<file path="src/rtl/btb_if.sv">
// Fetch-side lookup and resolve-side update bundle for the branch target buffer.
interface btb_if #(
  parameter int CNT_WIDTH = 16
);
  logic [31:0]          fetch_pc;
  logic                 branch_prediction;
  logic [31:0]          pc_target_prediction;
  logic                 btb_hit;
  logic                 update_valid;
  logic [31:0]          update_pc;
  logic                 update_taken;
  logic [31:0]          update_target;
  logic                 update_prediction;
  logic [CNT_WIDTH-1:0] mispredict_count;

  modport master (
    output fetch_pc, update_valid, update_pc, update_taken, update_target, update_prediction,
    input  branch_prediction, pc_target_prediction, btb_hit, mispredict_count
  );

  modport slave (
    input  fetch_pc, update_valid, update_pc, update_taken, update_target, update_prediction,
    output branch_prediction, pc_target_prediction, btb_hit, mispredict_count
  );
endinterface

</file>
<file path="src/rtl/branch_predictor_btb.sv">
// Direct-mapped BTB with 2-bit saturating direction counters and a saturating
// mispredict counter. Lookup is combinational off registered state (no bypass).
module branch_predictor_btb #(
  parameter int INDEX_BITS = 4,
  parameter int CNT_WIDTH  = 16
) (
  input logic   clk,
  input logic   rst,
  btb_if.slave  bus
);
  localparam int DEPTH = 1 << INDEX_BITS;
  localparam int TAG_W = 32 - INDEX_BITS - 2;

  logic [DEPTH-1:0]            valid_q;
  logic [DEPTH-1:0][TAG_W-1:0] tag_q;
  logic [DEPTH-1:0][31:0]      target_q;
  logic [DEPTH-1:0][1:0]       ctr_q;
  logic [CNT_WIDTH-1:0]        miss_cnt_q;

  logic [INDEX_BITS-1:0] rd_idx, wr_idx;
  logic [TAG_W-1:0]      rd_tag, wr_tag;
  logic                  wr_hit;
  logic                  unused_pc_lsbs;

  assign rd_idx = bus.fetch_pc[INDEX_BITS+1:2];
  assign rd_tag = bus.fetch_pc[31:INDEX_BITS+2];
  assign wr_idx = bus.update_pc[INDEX_BITS+1:2];
  assign wr_tag = bus.update_pc[31:INDEX_BITS+2];
  assign wr_hit = valid_q[wr_idx] && (tag_q[wr_idx] == wr_tag);
  // Word-aligned PCs: byte offset carries no information for the table.
  assign unused_pc_lsbs = ^{bus.fetch_pc[1:0], bus.update_pc[1:0]};

  assign bus.btb_hit              = valid_q[rd_idx] && (tag_q[rd_idx] == rd_tag);
  assign bus.branch_prediction    = bus.btb_hit && ctr_q[rd_idx][1];
  assign bus.pc_target_prediction = bus.branch_prediction ? target_q[rd_idx] : 32'd0;
  assign bus.mispredict_count     = miss_cnt_q;

  always_ff @(posedge clk) begin
    if (rst) begin
      valid_q    <= '0;
      tag_q      <= '0;
      target_q   <= '0;
      miss_cnt_q <= '0;
      for (int i = 0; i < DEPTH; i++) ctr_q[i] <= 2'b01;
    end else if (bus.update_valid) begin
      if (wr_hit) begin
        if (bus.update_taken) begin
          if (ctr_q[wr_idx] != 2'b11) ctr_q[wr_idx] <= ctr_q[wr_idx] + 2'b01;
          target_q[wr_idx] <= bus.update_target;
        end else if (ctr_q[wr_idx] != 2'b00) begin
          ctr_q[wr_idx] <= ctr_q[wr_idx] - 2'b01;
        end
      end else if (bus.update_taken) begin
        // Allocate weak-taken, evicting whatever aliased here.
        valid_q[wr_idx]  <= 1'b1;
        tag_q[wr_idx]    <= wr_tag;
        target_q[wr_idx] <= bus.update_target;
        ctr_q[wr_idx]    <= 2'b10;
      end
      if ((bus.update_prediction != bus.update_taken) && (miss_cnt_q != '1))
        miss_cnt_q <= miss_cnt_q + 1'b1;
    end
  end
endmodule

</file>
<file path="src/flat_wrapper.sv">
// flat-port wrapper written by rule: the top's interface ports become plain ports
module branch_predictor_btb_flat 
#(
  parameter int INDEX_BITS = 4,
  parameter int CNT_WIDTH  = 16
)
  (clk, rst, bus_fetch_pc, bus_update_valid, bus_update_pc, bus_update_taken, bus_update_target, bus_update_prediction, bus_branch_prediction, bus_pc_target_prediction, bus_btb_hit, bus_mispredict_count);
  btb_if #(.CNT_WIDTH(CNT_WIDTH)) bus_i ();
  input logic clk;
  input logic rst;
  input wire logic [$bits(bus_i.fetch_pc)-1:0] bus_fetch_pc;
  input wire logic [$bits(bus_i.update_valid)-1:0] bus_update_valid;
  input wire logic [$bits(bus_i.update_pc)-1:0] bus_update_pc;
  input wire logic [$bits(bus_i.update_taken)-1:0] bus_update_taken;
  input wire logic [$bits(bus_i.update_target)-1:0] bus_update_target;
  input wire logic [$bits(bus_i.update_prediction)-1:0] bus_update_prediction;
  output wire logic [$bits(bus_i.branch_prediction)-1:0] bus_branch_prediction;
  output wire logic [$bits(bus_i.pc_target_prediction)-1:0] bus_pc_target_prediction;
  output wire logic [$bits(bus_i.btb_hit)-1:0] bus_btb_hit;
  output wire logic [$bits(bus_i.mispredict_count)-1:0] bus_mispredict_count;
  assign bus_i.fetch_pc = bus_fetch_pc;
  assign bus_i.update_valid = bus_update_valid;
  assign bus_i.update_pc = bus_update_pc;
  assign bus_i.update_taken = bus_update_taken;
  assign bus_i.update_target = bus_update_target;
  assign bus_i.update_prediction = bus_update_prediction;
  assign bus_branch_prediction = bus_i.branch_prediction;
  assign bus_pc_target_prediction = bus_i.pc_target_prediction;
  assign bus_btb_hit = bus_i.btb_hit;
  assign bus_mispredict_count = bus_i.mispredict_count;
  branch_predictor_btb #(.INDEX_BITS(INDEX_BITS), .CNT_WIDTH(CNT_WIDTH)) u_core (.clk(clk), .rst(rst), .bus(bus_i));
endmodule
</file>
<file path="config.mk">
export PLATFORM = sky130hd
export DESIGN_NAME = branch_predictor_btb_flat
export DESIGN_NICKNAME = d
export VERILOG_FILES = /design/src/rtl/btb_if.sv /design/src/rtl/branch_predictor_btb.sv /design/src/flat_wrapper.sv
export SDC_FILE = /design/constraint.sdc
export NUM_CORES = 2
export LEC_CHECK = 0
export ABC_AREA = 1
export CORE_MARGIN = 3
export CORE_UTILIZATION = 30
export CTS_CLUSTER_SIZE = 20
export DETAILED_ROUTE_END_ITERATION = 8
export DONT_BUFFER_PORTS = 1
export SYNTH_ARGS = -nofsm -noshare
export SYNTH_HDL_FRONTEND = slang
export SYNTH_SLANG_ARGS = --single-unit
</file>
<file path="constraint.sdc">
create_clock -name clk -period 3.2 [get_ports clk]
set_input_delay 0.16 -clock clk [delete_from_list [all_inputs] [get_ports clk]]
set_output_delay 0.16 -clock clk [all_outputs]
set_load 0.1 [all_outputs]
</file>
==> Word-level counts from Yosys, hierarchy flattened <==
Index checks and enable logic that the tools add are counted.
{ "totals": {"reg_bits": 992} }
{ "classes": {"order_cmp": 3, "mux": 32, "n_reduce_logical": 12, "n_bitwise": 5, "addsub": 3, "n_eq_ne": 6} }
{ "ops": {"columns": ["op", "n"], "rows": [
  ["512-bit bitwise mux", 1],
  ["416-bit bitwise mux", 1],
  ["32-bit two-way mux", 8],
  ["26-bit binary-select mux with 4-bit select", 2],
  ["32-bit binary-select mux with 4-bit select", 1],
  ["32-bit demux with 4-bit select", 1],
  ["26-bit demux with 4-bit select", 1],
  ["26-bit two-way mux", 3],
  ["32-bit bitwise mux", 2],
  ["26-bit == test", 2],
  ["16-bit bitwise OR", 2],
  ["16-bit by 1-bit adder with 16-bit output (second input constant)", 1],
  ["16-bit AND", 1],
  ["2-bit binary-select mux with 4-bit select", 2],
  ["16-bit != test (second input constant)", 1],
  ["16-bit inverter", 1],
  ["4-bit by 5-bit less-than comparator with 1-bit output (second input constant)", 2],
  ["1-bit binary-select mux with 4-bit select", 2],
  ["2-bit demux with 4-bit select", 1],
  ["2-bit two-way mux", 3],
  ["2-bit nonzero test", 3],
  ["1-bit logical AND", 5],
  ["1-bit demux with 4-bit select", 1],
  ["4-bit by 1-bit >= comparator with 1-bit output (second input constant)", 1],
  ["other kinds (10)", 13]
]} }

==> Longest topological paths before layout <==
{ "logic_depth": {"word_depth": 8, "mapped_depth": 25, "depth_no_buf": 22} }

==> Worst setup path before layout <==
OpenSTA, ideal clock, no wires.
{ "synth_timing": {"kind": "in2out", "startpoint": "input bus_fetch_pc[3]", "endpoint": "output bus_pc_target_prediction[22]", "stages": 16, "path_slack_ns": -1.940, "t_required_ns": 3.040, "n_path_buf": 4, "arrival_ns": 4.980, "path_cell_list": "buf_2 -> clkinv_1 -> clkbuf_1 -> clkbuf_1 -> o21ai_0 -> o21ai_0 -> o21ai_0 -> o21ai_0 -> xnor2_1 -> o211ai_1 -> nor2_1 -> nand3_1 -> nor2_1 -> nand2_1 -> clkbuf_1 -> nor2_1"} }
{ "synth_via": {"elab_chain_len": 6} }
{ "synth_lines": {"columns": ["element", "line_no", "rtl"], "rows": [
  ["from (decl)", "flat_wrapper.sv:11", "input wire logic [$bits(bus_i.fetch_pc)-1:0] bus_fetch_pc;"],
  ["26-bit binary-select mux with 4-bit select", "branch_predictor_btb.sv:33", "assign bus.btb_hit = valid_q[rd_idx] && (tag_q[rd_idx] == rd_tag);"],
  ["26-bit two-way mux (implied by the code)", "branch_predictor_btb.sv:33", null],
  ["26-bit == test", "branch_predictor_btb.sv:33", null],
  ["1-bit logical AND *", "branch_predictor_btb.sv:33", null],
  ["via bus_btb_hit", "flat_wrapper.sv:19", "output wire logic [$bits(bus_i.btb_hit)-1:0] bus_btb_hit;"],
  ["1-bit logical AND *", "branch_predictor_btb.sv:34", "assign bus.branch_prediction = bus.btb_hit && ctr_q[rd_idx][1];"],
  ["32-bit two-way mux *", "branch_predictor_btb.sv:35", "assign bus.pc_target_prediction = bus.branch_prediction ? target_q[rd_idx] : 32'd0;"],
  ["to (decl)", "flat_wrapper.sv:18", "output wire logic [$bits(bus_i.pc_target_prediction)-1:0] bus_pc_target_prediction;"]
]} }
Mark *: on every way through the listed nets, which the timed path passes. The rest lies on a longest branch. The select of a mux whose other input is x is not followed.

==> Worst setup path in the final report <==
{ "layout_timing": {"startpoint": "input bus_fetch_pc[2]", "endpoint": "output bus_pc_target_prediction[8]"} }
{ "layout_via": {"elab_chain_len": 6} }
{ "layout_lines": {"columns": ["element", "line_no"], "rows": [
  ["26-bit binary-select mux with 4-bit select", "branch_predictor_btb.sv:33"],
  ["26-bit two-way mux (implied by the code)", "branch_predictor_btb.sv:33"],
  ["26-bit == test", "branch_predictor_btb.sv:33"],
  ["1-bit logical AND", "branch_predictor_btb.sv:33"],
  ["1-bit logical AND", "branch_predictor_btb.sv:34"],
  ["32-bit two-way mux *", "branch_predictor_btb.sv:35"]
]} }
Every way passes the cells marked *; elsewhere a longest branch is shown, timed or not. The select of a mux whose other input is x is not followed.

==> run summary <==
Total GRT Usage: 23.67%
hold_sp: bus_update_valid
average size of a mapped cell: 6.441 um^2
CP max-delay cell: o211ai_1
Post-DRT Antenna Nets: 0
buffers added on ports: 0
clock slew at reported path FFs: 0.06 ns
final setup margin: -0.4548 ns
Routed WL per cell: 21.24 um
1st-iter DRT viols: 6683
endpoints failing hold: 0
Seq/Total Area, Yosys: 40.09%
Least-Margin Pin Slew: 1.224 ns
internal power: 21.39 mW
max_cap viols: 0
critical-path cell list: clkinv_16, buf_4, o21ai_2, a21oi_2, o211ai_1, nand2_1, nand2_1, nand2_1, nor4_2, nand3_1, nor2_4, buf_12, nand2_8, buf_16, nor2_4, buf_12
first-pass GRT wire length: 312.5 mm
Post-Syn Instances: 7690
root buffer cell: clkbuf_16
Slew Limit Fails: 0
Clock Skew: 0.05243 ns
Final setup viols: 34
Worst Path Required: 3.04 ns
total wire length: 209.8 mm
die width: 412.3 um
FMAX: 273.6 MHz
Pwr Total: 29.21 mW
Setup crit end kind: output pin
power share of the clock group: 47.5%
part of the power in combinational logic: 9.3%
Synth Warn #: 0
share of cells above drive strength 1: 8.259%
Final period util: 114.2%
Synth cell types: 41
Core Region: 0.1633 mm^2
largest cells by area after synthesis: dfxtp_1 40%, o21ai_0 13%, nand2_1 10%
syn_nets: 7794
Clock Latency Late Sink: 0.77 ns
area leader, netlist: dfxtp_1
crit path DAT: 3.49 ns
CTS Buf Count: 113
reg2reg end: u_core.valid_q[8]$_SDFFE_PP0P_
met3 usage: 4.388%
FF-to-FF Start: u_core.tag_q[112]$_SDFFE_PP0P_
DR pass1 iterations: 8
pin count of the biggest net entering global routing: 408
pre-CTS setup slack: -0.2046 ns
initial core utilization: 30.33%
total number of vias: 53570
reg2reg path depth: 21
critical setup path kind: in -> out
vias per inst: 5.425
DP HPWL: 111.5 mm
top-area cell type share of the netlist area: 40.09%
number of global-route vias before repair: 49080
met2 Use GR: 36.60%
RSZ-0062 raised after global routing: yes
pwr dens: 488.3 mW/mm^2
Switching Power: 7.819 mW
die area: 0.1700 mm^2
antenna violations before repair: 24
Synth Cell Area: 0.04953 mm^2
Reg power frac: 43.2%
Slew Limit Headroom: 18.30%
status: finished, violations left
DRC: 0
cell repeated most along the worst path: nand2_1
chip height: 412.3 um
gr ovfl total: 0
Seq cells post-synth: 992
leakage power total: 23.56 nW
met1 Usage GRT: 31.90%
dpl cells: 9434
hold path endpoint: u_core.bus.mispredict_count[0]$_SDFFE_PP0P_
TritonCTS clock tree: built
VDD IR max: 0.0004720 V
CTS max path bufs: 3
non-filler cells, final: 9875
FP Rows: 148
CTS H-tree depth: 3
total I/O pin count: 151
nets: 7697
commonest non-fill, non-tap cell in the layout: nand2_1
gpl congestion: 0.9273
crit path buf inv count: 5
Fillers: 17130
most frequent cells in the layout: 1293 x nand2_1, 1229 x o21ai_0, 1110 x nor2_1
CP max stage delay: 0.37 ns
gr busiest metal: met2
Sw Share: 26.77%
reg2reg setup slack: 0.15 ns
Hold Path Class: in -> reg
Startpoint Class: primary input
worst-path maximum fanout: 408
critical path launch point: bus_fetch_pc[2]
failing checks: setup timing
Sink Count: 992
Layout area overhead: 20.78%
Util after Layout: 36.63%
Worst path top cell family by delay: simple AND/OR/NAND/NOR gates
Hold Crit Depth: 5
min Tclk post-route: 3.655 ns
-- power groups by stage --
stage | logic, mW | clock network (mW) | registers [mW]
2_1_floorplan | 1.79 | 0 | 12.9
6_report | 2.72 | 13.9 | 12.6
3_5_place_dp | 2.27 | 0 | 12.9
3_3_place_gp | 2.25 | 0 | 12.9
4_1_cts | 2.61 | 14.0 | 12.6
5_1_grt | 2.93 | 14.5 | 12.6
-- flip-flops by register name, indices dropped and copies added (netlist names) --
name and cells:
u_core.bus.mispredict_count 16, u_core.ctr_q 32, u_core.tag_q 416, u_core.target_q 512, u_core.valid_q 16
-- tightest hold or removal path, cell delays in order --
cell	delay [ns]
o21ai_0	0.05
a21oi_1	0.04
buf_4	0.18
nand2_1	0.20
a21oi_1	0.10
-- metrics by stage --
stage	hold slack [ns]	instance area (um^2)	setup TNS, ns
finish	0.03419	59820	-13.45
global route	0.06011	59810	-13.79
CTS	0.004485	59460	-11.70
detailed placement	0.2624	53300	-5.526
global placement	0.2571	53300	-4.536
floorplan	0.3533	49980	0
-- final cells by class --
cell class	instances	area (um^2)	share of cell area (%)
timing repair buffer	463	5542	9.263
clock buffer	169	3338	5.580
antenna	11	27.53	0.04601
sequential	992	19880	33.23
inverter	529	2064	3.451
clock inverter	42	648.1	1.083
timing repair inverter	1	11.26	0.01882
multi-input combinational	5493	25590	42.78
tap	2175	2721	4.549
-- what timing repair did --
action                                  4_1_cts  5_1_grt
buffers inserted                              2       15
pin swaps                                     8       53
cloned                                        2        2
hold endpoints to repair                    991        0
resized for setup                            28       96
hold buffers                                200        0
endpoints found under the setup margin       34       36
-- per-layer routing --
layer	part of all wire (%)	vias to the layer above
li1	-	25120
met5	0.023	-
met1	42	25010
met4	4.6	8
met2	44	2889
met3	9.9	544
-- kinds of logic (layout without fill, tap and decap cells) --
family | Yosys count | after routing | share of synthesized area, %
compound gates | 2337 | 2337 | 24.35
xor+xnor | 12 | 12 | 0.2122
flops | 992 | 992 | 40.09
other cells | 0 | 11 | 0
simple gates | 3141 | 3141 | 25.77
fa+ha+maj | 3 | 3 | 0.07579
buf+inv | 1205 | 1204 | 9.496
-- how the worst max path moves through the flow --
stage,endpoint,slack (ns),depth (start not counted)
3_3_place_gp,bus_pc_target_prediction[10],-0.18,16
5_1_grt,bus_pc_target_prediction[8],-0.47,18
2_1_floorplan,bus_pc_target_prediction[10],0.003,16
4_1_cts,bus_pc_target_prediction[9],-0.38,16
3_5_place_dp,bus_pc_target_prediction[10],-0.20,15
6_report,bus_pc_target_prediction[8],-0.45,16
-- cell usage after synthesis --
cell type and instances:
inv_2 10, ha_1 3, nand2_4 1, nand3_1 581
o21a_1 1, nor2_2 1, nand3_4 1, buf_1 65
nor4_1 3, xnor2_1 7, a31oi_1 2, buf_2 50
o31ai_1 2, nand2_1 1322, nand3b_1 3, o21ai_0 1267
nor3b_1 3, o221ai_1 21, nor2_4 12, clkbuf_1 535
o22ai_1 39, nor3_1 14, nand4_1 31, a22oi_1 9
clkinv_2 10, dfxtp_1 992, o21bai_1 4, o211ai_1 75
nand2_2 1, inv_1 505, clkinv_1 4, xor2_1 5
a31o_2 1, and3_1 1, nor2_1 1165, or2_2 2
a21oi_1 884, buf_8 1, a211oi_1 1, o21ai_1 31
buf_4 25
Power figures use the tool's default switching activity.
